`config.mk`:
```
export PLATFORM = sky130hd
export DESIGN_NAME = tremolo_mod_flat
export DESIGN_NICKNAME = d
export VERILOG_FILES = /design/src/rtl/audio_pkg.sv /design/src/rtl/tremolo_mod_if.sv /design/src/rtl/tremolo_gain.sv /design/src/rtl/tremolo_mod.sv /design/src/flat_wrapper.sv
export SDC_FILE = /design/constraint.sdc
export NUM_CORES = 2
export LEC_CHECK = 0
export CELL_PAD_IN_SITES_DETAIL_PLACEMENT = 1
export CELL_PAD_IN_SITES_GLOBAL_PLACEMENT = 1
export CORE_MARGIN = 10
export CORE_UTILIZATION = 51
export CTS_CLUSTER_SIZE = 25
export DETAILED_ROUTE_END_ITERATION = 6
export PLACE_DENSITY_LB_ADDON = 0.1
export SLEW_MARGIN = 40
export SYNTH_ARGS = -nofsm -noshare
export SYNTH_HDL_FRONTEND = slang
export SYNTH_SLANG_ARGS = --single-unit
```
`constraint.sdc`:
```
create_clock -name clk -period 19.7 [get_ports clk]
set_input_delay 5.91 -clock clk [delete_from_list [all_inputs] [get_ports clk]]
set_output_delay 5.91 -clock clk [all_outputs]
set_load 0.05 [all_outputs]
```
`src/rtl/audio_pkg.sv`:
```
// Shared audio types and fixed-point constants for the pedal's effect chain.
package audio_pkg;

    typedef logic signed [23:0] sample_t;

    localparam logic [23:0]  UNITY_Q23   = 24'h80_0000;
    localparam int unsigned  DEPTH_SHIFT = 8;

endpackage

```
`src/rtl/tremolo_mod_if.sv`:
```
// Valid/ready sample stream carrying one signed audio word per transfer.
interface tremolo_mod_if #(
    parameter int unsigned WIDTH = 24
) ();

    logic                    valid;
    logic                    ready;
    logic signed [WIDTH-1:0] data;

    modport master (output valid, output data, input ready);
    modport slave  (input valid, input data, output ready);

endinterface

```
`src/rtl/tremolo_gain.sv`:
```
// Stages 1-2 of the tremolo: LFO cosine to unipolar gain scaled by depth.
module tremolo_gain
    import audio_pkg::*;
#(
    parameter int unsigned WIDTH       = 24,
    parameter int unsigned DEPTH_WIDTH = 8
) (
    input  logic                    clk,
    input  logic                    rst,
    input  logic                    adv_i,
    input  logic                    valid_i,
    input  logic                    en_i,
    input  logic signed [WIDTH-1:0] wav_i,
    input  logic [DEPTH_WIDTH-1:0]  depth_i,
    output logic                    valid_o,
    output logic [WIDTH-1:0]        gain_o
);

    localparam int unsigned      ProdW = WIDTH + DEPTH_WIDTH;
    localparam logic [WIDTH-1:0] Unity = WIDTH'(UNITY_Q23);

    logic [WIDTH-1:0]       offs, u_d, d_d, d_q, gain_d, gain_q;
    logic [DEPTH_WIDTH-1:0] depth_q;
    logic [ProdW-1:0]       prod;
    logic                   en_q, valid1_q, valid2_q;

    always_comb begin
        // wav + 2^23 is the offset-binary form of wav: flip the sign bit.
        offs   = {~wav_i[WIDTH-1], wav_i[WIDTH-2:0]};
        u_d    = offs >> 1;
        d_d    = Unity - u_d;
        prod   = ProdW'(d_q) * ProdW'(depth_q);
        gain_d = en_q ? Unity - WIDTH'(prod >> DEPTH_SHIFT) : Unity;
    end

    always_ff @(posedge clk) begin
        if (rst) begin
            valid1_q <= 1'b0;
            valid2_q <= 1'b0;
            en_q     <= 1'b0;
            d_q      <= '0;
            depth_q  <= '0;
            gain_q   <= Unity;
        end else if (adv_i) begin
            valid1_q <= valid_i;
            en_q     <= en_i;
            d_q      <= d_d;
            depth_q  <= depth_i;
            valid2_q <= valid1_q;
            gain_q   <= gain_d;
        end
    end

    assign valid_o = valid2_q;
    assign gain_o  = gain_q;

endmodule

```
`src/rtl/tremolo_mod.sv`:
```
// Tremolo amplitude modulator: 3-stage stallable pipeline, sample times LFO gain.
module tremolo_mod
    import audio_pkg::*;
#(
    parameter int unsigned WIDTH       = 24,
    parameter int unsigned WAV_WIDTH   = 24,
    parameter int unsigned DEPTH_WIDTH = 8
) (
    input  logic                        clk,
    input  logic                        rst,
    input  logic                        en,
    input  logic signed [WAV_WIDTH-1:0] wav,
    input  logic [DEPTH_WIDTH-1:0]      depth,
    tremolo_mod_if.slave                s,
    tremolo_mod_if.master               m
);

    logic                    stall, adv, valid2, valid3_q;
    logic [WIDTH-1:0]        gain;
    logic signed [WIDTH-1:0] data1_q, data2_q, m_data_q, m_data_d;
    logic signed [2*WIDTH:0] prod;

    assign stall   = valid3_q && !m.ready;
    assign adv     = !stall;
    assign s.ready = adv;

    tremolo_gain #(
        .WIDTH       (WIDTH),
        .DEPTH_WIDTH (DEPTH_WIDTH)
    ) u_gain (
        .clk     (clk),
        .rst     (rst),
        .adv_i   (adv),
        .valid_i (s.valid),
        .en_i    (en),
        .wav_i   (wav),
        .depth_i (depth),
        .valid_o (valid2),
        .gain_o  (gain)
    );

    // Low 2W+1 bits of the product are sign-correct; gain <= 2^23 keeps the result in range.
    always_comb begin
        prod     = {{(WIDTH+1){data2_q[WIDTH-1]}}, data2_q} * {{(WIDTH+1){1'b0}}, gain};
        m_data_d = WIDTH'(prod >>> (WIDTH-1));
    end

    always_ff @(posedge clk) begin
        if (rst) begin
            data1_q  <= '0;
            data2_q  <= '0;
            valid3_q <= 1'b0;
            m_data_q <= '0;
        end else if (adv) begin
            data1_q  <= s.data;
            data2_q  <= data1_q;
            valid3_q <= valid2;
            m_data_q <= m_data_d;
        end
    end

    assign m.valid = valid3_q;
    assign m.data  = m_data_q;

endmodule

```
`src/flat_wrapper.sv`:
```
// flat-port wrapper written by rule: the top's interface ports become plain ports
module tremolo_mod_flat import audio_pkg::*;
#(
    parameter int unsigned WIDTH       = 24,
    parameter int unsigned WAV_WIDTH   = 24,
    parameter int unsigned DEPTH_WIDTH = 8
)
  (clk, rst, en, wav, depth, s_valid, s_data, s_ready, m_valid, m_data, m_ready);
  tremolo_mod_if #(.WIDTH(WIDTH)) s_i ();
  tremolo_mod_if #(.WIDTH(WIDTH)) m_i ();
  input  logic clk;
  input  logic rst;
  input  logic en;
  input  logic signed [WAV_WIDTH-1:0] wav;
  input  logic [DEPTH_WIDTH-1:0] depth;
  input wire logic [$bits(s_i.valid)-1:0] s_valid;
  input wire logic [$bits(s_i.data)-1:0] s_data;
  output wire logic [$bits(s_i.ready)-1:0] s_ready;
  output wire logic [$bits(m_i.valid)-1:0] m_valid;
  output wire logic [$bits(m_i.data)-1:0] m_data;
  input wire logic [$bits(m_i.ready)-1:0] m_ready;
  assign s_i.valid = s_valid;
  assign s_i.data = s_data;
  assign s_ready = s_i.ready;
  assign m_valid = m_i.valid;
  assign m_data = m_i.data;
  assign m_i.ready = m_ready;
  tremolo_mod #(.WIDTH(WIDTH), .WAV_WIDTH(WAV_WIDTH), .DEPTH_WIDTH(DEPTH_WIDTH)) u_core (.clk(clk), .rst(rst), .en(en), .wav(wav), .depth(depth), .s(s_i), .m(m_i));
endmodule
```
; Yosys cells after proc, flatten, opt, wreduce, memory -nomap -nowiden
; Cells that the tools add are included.
[totals]
regBits = 132
[op_classes]
addsub = 2
n_mul = 2
mux = 1
bitwise_logic = 1
n_reduce_logical = 3
[ops]
columns = op, n
row1 = $mul A24 B25 Y47, 1
row2 = $mul A24 B8 Y32, 1
row3 = $mux W24, 1
row4 = $sub A24 B23 Y24 const A, 1
row5 = $sub A24 B24 Y24 const A, 1
row6 = $logic_not A1 Y1, 2
row7 = $logic_and A1 B1 Y1, 1
row8 = $not A1 Y1, 1

; Longest topological paths before layout
[logic_depth]
depth_word = 3
depth_mapped = 28
depth_no_buf = 27

; Modules after synthesis
; From an unflattened synthesis, not the netlist that was laid out.
[unflattened]
hier_cells = 3439
hier_area_um2 = 30041.3
[by_module_without_submodules]
columns = module, instances, cells_per_inst, area_per_inst_um2, seq_area_each_um2
row1 = tremolo_mod, 1, 2326, 20653.6, 1461.4
row2 = tremolo_gain, 1, 1113, 9387.8, 1181.1

; Worst setup path after synthesis
; OpenSTA, ideal clock, no wires.
[synth_path]
path_kind = input to output
from = input port m_ready
to = output port s_ready
t_arrival_ns = 6.964
slack_ns = 6.826
path_stages = 4
cell_sequence = nor2b_1 inv_2 clkbuf_1 buf_1
[synth_between]
elab_chain_cells = 3
[synth_lines]
columns = element, line_no
row1 = from (decl), flat_wrapper.sv:21  ; input wire logic [$bits(m_i.ready)-1:0] m_ready;
row2 = $logic_not A1 Y1, tremolo_mod.sv:23  ; assign stall = valid3_q && !m.ready;
row3 = $logic_and A1 B1 Y1, tremolo_mod.sv:23
row4 = $logic_not A1 Y1, tremolo_mod.sv:24  ; assign adv = !stall;
row5 = to (decl), flat_wrapper.sv:18  ; output wire logic [$bits(s_i.ready)-1:0] s_ready;
; Every way passes these cells.

; Final worst setup path
; Ends and elaborated chain as after synthesis.

==> impl_results.html <==
<table>
<tr><th>Metric</th><th>Value</th></tr>
<tr><th colspan="2">Synth</th></tr>
<tr><td>Area leader, netlist</td><td>sky130_fd_sc_hd__fa_1</td></tr>
<tr><td>Area share of the largest cell type after synthesis</td><td>between 40% and 50%</td></tr>
<tr><td>Count of flip-flops with a built-in enable after synthesis</td><td>0</td></tr>
<tr><td>Combined area of all synthesized cells</td><td>29600 µm²</td></tr>
<tr><td>Most common cell in the synthesized netlist</td><td>sky130_fd_sc_hd__inv_1</td></tr>
<tr><td>Post-Synthesis Mean Instance Area</td><td>approximately 8.6 µm²</td></tr>
<tr><td>Synth top cells by count</td><td>sky130_fd_sc_hd__inv_1 (675), sky130_fd_sc_hd__fa_1 (612), sky130_fd_sc_hd__nand2_1 (608)</td></tr>
<tr><td>Number of nets in the synthesized netlist</td><td>between 4000 and 5000</td></tr>
<tr><td>Share of async-settable or async-resettable flops after synthesis</td><td>0%</td></tr>
<tr><td>Warnings, synthesis</td><td>0</td></tr>
<tr><td>Largest cells by area after synthesis</td><td>sky130_fd_sc_hd__fa_1 (41%), sky130_fd_sc_hd__ha_1 (10%), sky130_fd_sc_hd__dfxtp_1 (8.9%)</td></tr>
<tr><td>Number of distinct library cell variants in the gate-level netlist after synthesis</td><td>79</td></tr>
<tr><td>Most frequently used flop master after synthesis</td><td>sky130_fd_sc_hd__dfxtp_1</td></tr>
<tr><td>Post-synthesis sequential area ratio</td><td>around 8.9%</td></tr>
<tr><td>Cell count after synthesis</td><td>between 3000 and 4000</td></tr>
<tr><td>#FFs+latches synth</td><td>between 100 and 150</td></tr>
<tr><th colspan="2">GRT</th></tr>
<tr><td>Antenna violations before repair</td><td>1</td></tr>
<tr><td>Largest net degree at the start of global routing</td><td>95</td></tr>
<tr><td>First-pass GRT wire length</td><td>141000 µm</td></tr>
<tr><td>Remaining global-route overflow</td><td>0</td></tr>
<tr><td>Number of global-route vias before repair</td><td>27033</td></tr>
<tr><td>Overall track demand over capacity in global routing</td><td>26.3%</td></tr>
<tr><th colspan="2">Place</th></tr>
<tr><td>Routability Congestion</td><td>0.875</td></tr>
<tr><td>Cell area after placement</td><td>31200 µm²</td></tr>
<tr><td>Number of buffer cells added on primary ports</td><td>85</td></tr>
<tr><td>Half-perimeter wire length after placement</td><td>66800 µm</td></tr>
<tr><td>Setup WS pre-CTS</td><td>5260 ps</td></tr>
<tr><th colspan="2">Drt</th></tr>
<tr><td>Post-route antenna net violation count</td><td>0</td></tr>
<tr><td>Detailed router's first-iteration violation count</td><td>1068</td></tr>
<tr><td>Mean routed wirelength per cell</td><td>20.3 µm</td></tr>
<tr><td>Vias per std cell</td><td>5.51</td></tr>
<tr><td>DRC errors left</td><td>0</td></tr>
<tr><td>Post-Route WL</td><td>around 85000 µm</td></tr>
<tr><td>Topmost layer with routed signal wires</td><td>met5</td></tr>
<tr><td>Wire length on met2</td><td>approximately 44000 µm</td></tr>
<tr><td>Met3 WL</td><td>3230 µm</td></tr>
<tr><td>Sum of routed wire segments on met1</td><td>34300 µm</td></tr>
<tr><td>DR vias</td><td>23073</td></tr>
<tr><td>DR pass1 iterations</td><td>5</td></tr>
<tr><th colspan="2">Critical path</th></tr>
<tr><td>Endpoint arrival time on the critical path</td><td>8520 ps</td></tr>
<tr><td>Required time at the worst-slack endpoint</td><td>roughly 14000 ps</td></tr>
<tr><td>Setup crit start kind</td><td>primary input</td></tr>
<tr><td>Slowest stage cell on the critical path</td><td>sky130_fd_sc_hd__clkdlybuf4s50_1</td></tr>
<tr><td>Crit-path leading delay family</td><td>buffers and inverters</td></tr>
<tr><td>Cell depth of the worst flop-to-flop path</td><td>24</td></tr>
<tr><td>Delay contributed by the slowest stage of the critical path</td><td>860 ps</td></tr>
<tr><td>Critical path depth in cells</td><td>5</td></tr>
<tr><td>CP bufs+invs</td><td>4</td></tr>
<tr><td>Critical path's most frequent cell</td><td>sky130_fd_sc_hd__clkdlybuf4s50_1</td></tr>
<tr><td>Highest net fanout along the worst path</td><td>65</td></tr>
<tr><td>Cells along the critical path</td><td>clkdlybuf4s50_1 &gt; nor2b_4 &gt; buf_4 &gt; clkinv_2 &gt; clkdlybuf4s50_1</td></tr>
<tr><td>Crit Path Class</td><td>in2out</td></tr>
<tr><td>Worst setup EP type</td><td>primary output</td></tr>
<tr><th colspan="2">Die</th></tr>
<tr><td>Effective utilization at floorplan</td><td>51.4%</td></tr>
<tr><td>Num rows</td><td>88</td></tr>
<tr><td>DIE WIDTH</td><td>between 200 and 300 µm</td></tr>
<tr><td>Area of the core region</td><td>roughly 58000 µm²</td></tr>
<tr><td>I/O pin total</td><td>between 80 and 90</td></tr>
<tr><td>Die area</td><td>approximately 70000 µm²</td></tr>
<tr><td>Die span in y</td><td>261 µm</td></tr>
<tr><th colspan="2">Power and ir drop</th></tr>
<tr><td>Design internal power</td><td>0.704 mW</td></tr>
<tr><td>Worst supply voltage drop on vdd</td><td>0.0691 mV</td></tr>
<tr><td>Areal power density over the cells</td><td>40.4 nW/µm²</td></tr>
<tr><td>Clk pwr share</td><td>26.3%</td></tr>
<tr><td>Power share of the combinational group</td><td>between 40% and 50%</td></tr>
<tr><td>Leak</td><td>15.2 nW</td></tr>
<tr><td>Sw Share</td><td>around 45%</td></tr>
<tr><td>Power dissipated by switching net loads</td><td>0.576 mW</td></tr>
<tr><td>Sum of internal, switching and leakage power</td><td>1.28 mW</td></tr>
<tr><td>Part of the power in registers</td><td>25.8%</td></tr>
<tr><th colspan="2">Clocking</th></tr>
<tr><td>TritonCTS clock tree</td><td>built</td></tr>
<tr><td>Total CTS buffers</td><td>17</td></tr>
<tr><td>Total of cells resized after clock tree synthesis</td><td>0</td></tr>
<tr><td>H-tree depth reported by CTS</td><td>4</td></tr>
<tr><td>Hold buffer count at CTS</td><td>0</td></tr>
<tr><td>Clock latency on the worst-skew pair</td><td>between 400 and 500 ps</td></tr>
<tr><td>Worst-case clock buffer depth</td><td>2</td></tr>
<tr><td>Post-CTS clock slew at the launch and capture registers of the worst setup and hold paths</td><td>70 ps</td></tr>
<tr><td>Library cell used as clock root buffer</td><td>sky130_fd_sc_hd__clkbuf_16</td></tr>
<tr><td>Number of sinks on the clock net</td><td>132</td></tr>
<tr><td>Setup Fix Bufs, Post-CTS</td><td>0</td></tr>
<tr><th colspan="2">Flow run</th></tr>
<tr><td>Count of max-cap constraint violations</td><td>0</td></tr>
<tr><th colspan="2">STA</th></tr>
<tr><td>Setup violation total in the final timing report</td><td>0</td></tr>
<tr><td>Final number of max-transition violations</td><td>0</td></tr>
<tr><td>Final worst setup slack</td><td>5270 ps</td></tr>
<tr><td>Setup repair after global routing missed its margin</td><td>no</td></tr>
<tr><td>Crit share post-route</td><td>between 70 and 80%</td></tr>
<tr><td>Highest clock frequency the design can meet</td><td>69.3 MHz</td></tr>
<tr><td>Clock Skew</td><td>20.9 ps</td></tr>
<tr><td>Headroom to the max-slew limit</td><td>between 40% and 50%</td></tr>
<tr><td>Final Hold Fails</td><td>0</td></tr>
<tr><td>Post-route setup TNS</td><td>0 ps</td></tr>
<tr><td>Final critical-path required period</td><td>between 10000 and 15000 ps</td></tr>
<tr><td>Slew at the pin closest to its max-slew limit</td><td>slightly above 800 ps</td></tr>
<tr><th colspan="2">Cells and area</th></tr>
<tr><td>Proportion of layout cells with a drive suffix above 1</td><td>3.59%</td></tr>
<tr><td>Antenna cell count</td><td>0</td></tr>
<tr><td>Area of combinational cells with multiple inputs</td><td>about 24000 µm²</td></tr>
<tr><td>Fin nets</td><td>4321</td></tr>
<tr><td>Layout Cell Area excl Fill</td><td>roughly 32000 µm²</td></tr>
<tr><td>Signed area change from the synthesized netlist to the final layout</td><td>7.19%</td></tr>
<tr><td>Flip-flop and latch area</td><td>between 2000 and 3000 µm²</td></tr>
<tr><td>Fillers</td><td>just under 7000</td></tr>
<tr><th colspan="2">Worst hold path</th></tr>
<tr><td>Worst hold path type</td><td>reg2reg</td></tr>
<tr><td>Hold Path Cell Cnt</td><td>2</td></tr>
<tr><th colspan="2">Status</th></tr>
<tr><td>Run status</td><td>complete, no violations</td></tr>
</table>
-- power groups by stage --
stage	clock [mW]	combinational, mW	sequential, mW
after global routing	0.355	0.691	0.334
after detailed placement	0	0.614	0.335
after CTS	0.345	0.619	0.329
after floorplan	0	0.400	0.342
final	0.336	0.614	0.330
after global placement	0	0.584	0.333
-- through the flow --
stage | instances | hold slack (ps) | util [%]
2_1_floorplan | 3438 | 432 | -
3_3_place_gp | 4157 | 438 | 54.0
3_5_place_dp | 4158 | 446 | 54.1
4_1_cts | 4190 | 453 | 55.1
5_1_grt | 4190 | 468 | 55.1
6_report | 4190 | 452 | 55.1
-- logic make-up after synthesis --
| family | share of synthesized area (%) |
|---|---|
| DFF | 8.93 |
| and+or+nand+nor | 19.7 |
| muxes | 0.182 |
| xor gates and xnor gates | 2.04 |
| AOI/OAI and AO/OA | 6.96 |
| buffers and inverters | 10.9 |
| adders and majority gates | 51.4 |
-- sequential cells by signal, summed over array words and instances (netlist names) --
name                    cells
u_core.data1_q             24
u_core.data2_q             24
u_core.m.data              24
u_core.u_gain.d_q          24
u_core.u_gain.gain_o       24
u_core.u_gain.depth_q       8
u_core.m.valid              1
u_core.u_gain.en_q          1
u_core.u_gain.valid1_q      1
u_core.u_gain.valid_o       1
-- worst register-to-register path, cell delays in order (launching register included) --
cell and delay, ps:
sky130_fd_sc_hd__dfxtp_1 600, sky130_fd_sc_hd__buf_4 390, sky130_fd_sc_hd__nand2_1 130, sky130_fd_sc_hd__fa_1 530, sky130_fd_sc_hd__fa_1 540, sky130_fd_sc_hd__inv_1 50, sky130_fd_sc_hd__fa_1 480, sky130_fd_sc_hd__fa_1 600
sky130_fd_sc_hd__fa_1 480, sky130_fd_sc_hd__fa_1 520, sky130_fd_sc_hd__inv_1 50, sky130_fd_sc_hd__fa_1 480, sky130_fd_sc_hd__inv_1 50, sky130_fd_sc_hd__ha_1 310, sky130_fd_sc_hd__o21a_1 190, sky130_fd_sc_hd__o21ai_0 220
sky130_fd_sc_hd__a21boi_0 190, sky130_fd_sc_hd__o211ai_1 270, sky130_fd_sc_hd__o31ai_1 120, sky130_fd_sc_hd__a21oi_1 560, sky130_fd_sc_hd__o211ai_1 390, sky130_fd_sc_hd__and3_1 330, sky130_fd_sc_hd__o21ai_0 160, sky130_fd_sc_hd__or3b_1 400
sky130_fd_sc_hd__a21oi_1 160
-- routing by layer --
| layer | up-vias | GRT usage, % |
|---|---|---|
| met5 | - | 0 |
| met4 | 2 | 11.2 |
| met3 | 189 | 3.04 |
| met2 | 512 | 47.9 |
| met1 | 12115 | 30.9 |
| li1 | 10255 | - |
-- final timing paths --
kind / startpoint / slack [ps] / end
worst max-delay path: m_ready / 5270 / s_ready
worst min register to register: u_core.data1_q[23] / 450 / u_core.data2_q[23]
worst min-delay path: u_core.data1_q[23] / 450 / u_core.data2_q[23]
worst max register to register: u_core.data2_q[9] / 11430 / u_core.m.data[22]
-- cell type report --
| class | count | share of cell area, % |
|---|---|---|
| Multi-Input combinational cell | 2449 | 74.9 |
| Sequential cell | 132 | 8.37 |
| Inverter | 677 | 8.01 |
| Timing Repair Buffer | 135 | 3.91 |
| Tap cell | 765 | 3.02 |
| Clock buffer | 18 | 1.38 |
| Clock inverter | 14 | 0.442 |
-- placed cells by master, fill, tap and decap left out, types with 4 or more instances in the layout --
cell type	synthesis	layout
sky130_fd_sc_hd__inv_1	675	675
sky130_fd_sc_hd__fa_1	612	612
sky130_fd_sc_hd__nand2_1	608	608
sky130_fd_sc_hd__and2_1	378	379
sky130_fd_sc_hd__ha_1	236	236
sky130_fd_sc_hd__a21oi_1	148	148
sky130_fd_sc_hd__dfxtp_1	132	120
sky130_fd_sc_hd__clkdlybuf4s50_1	0	84
sky130_fd_sc_hd__nor2_1	59	57
sky130_fd_sc_hd__o21ai_0	51	51
sky130_fd_sc_hd__xnor2_1	49	49
sky130_fd_sc_hd__buf_4	1	49
sky130_fd_sc_hd__a21o_1	25	25
sky130_fd_sc_hd__nor3_1	23	23
sky130_fd_sc_hd__nand3_1	22	22
sky130_fd_sc_hd__nand2b_1	20	20
sky130_fd_sc_hd__xor2_1	20	20
sky130_fd_sc_hd__clkbuf_16	0	17
sky130_fd_sc_hd__nor2b_1	15	14
sky130_fd_sc_hd__o21ai_1	14	14
sky130_fd_sc_hd__and3_1	13	13
sky130_fd_sc_hd__dfxtp_2	0	12
sky130_fd_sc_hd__or3_1	11	11
sky130_fd_sc_hd__a22oi_1	11	11
sky130_fd_sc_hd__a211oi_1	10	10
sky130_fd_sc_hd__o21a_1	8	8
sky130_fd_sc_hd__a31oi_1	8	8
sky130_fd_sc_hd__o211ai_1	7	7
sky130_fd_sc_hd__inv_6	0	7
sky130_fd_sc_hd__nor4_1	6	6
sky130_fd_sc_hd__nand4_1	6	6
sky130_fd_sc_hd__a211o_1	6	6
sky130_fd_sc_hd__o31ai_1	5	5
sky130_fd_sc_hd__a21boi_0	5	5
sky130_fd_sc_hd__or4_1	4	4
sky130_fd_sc_hd__a32oi_1	4	4
(Power assumes the default switching activity.)
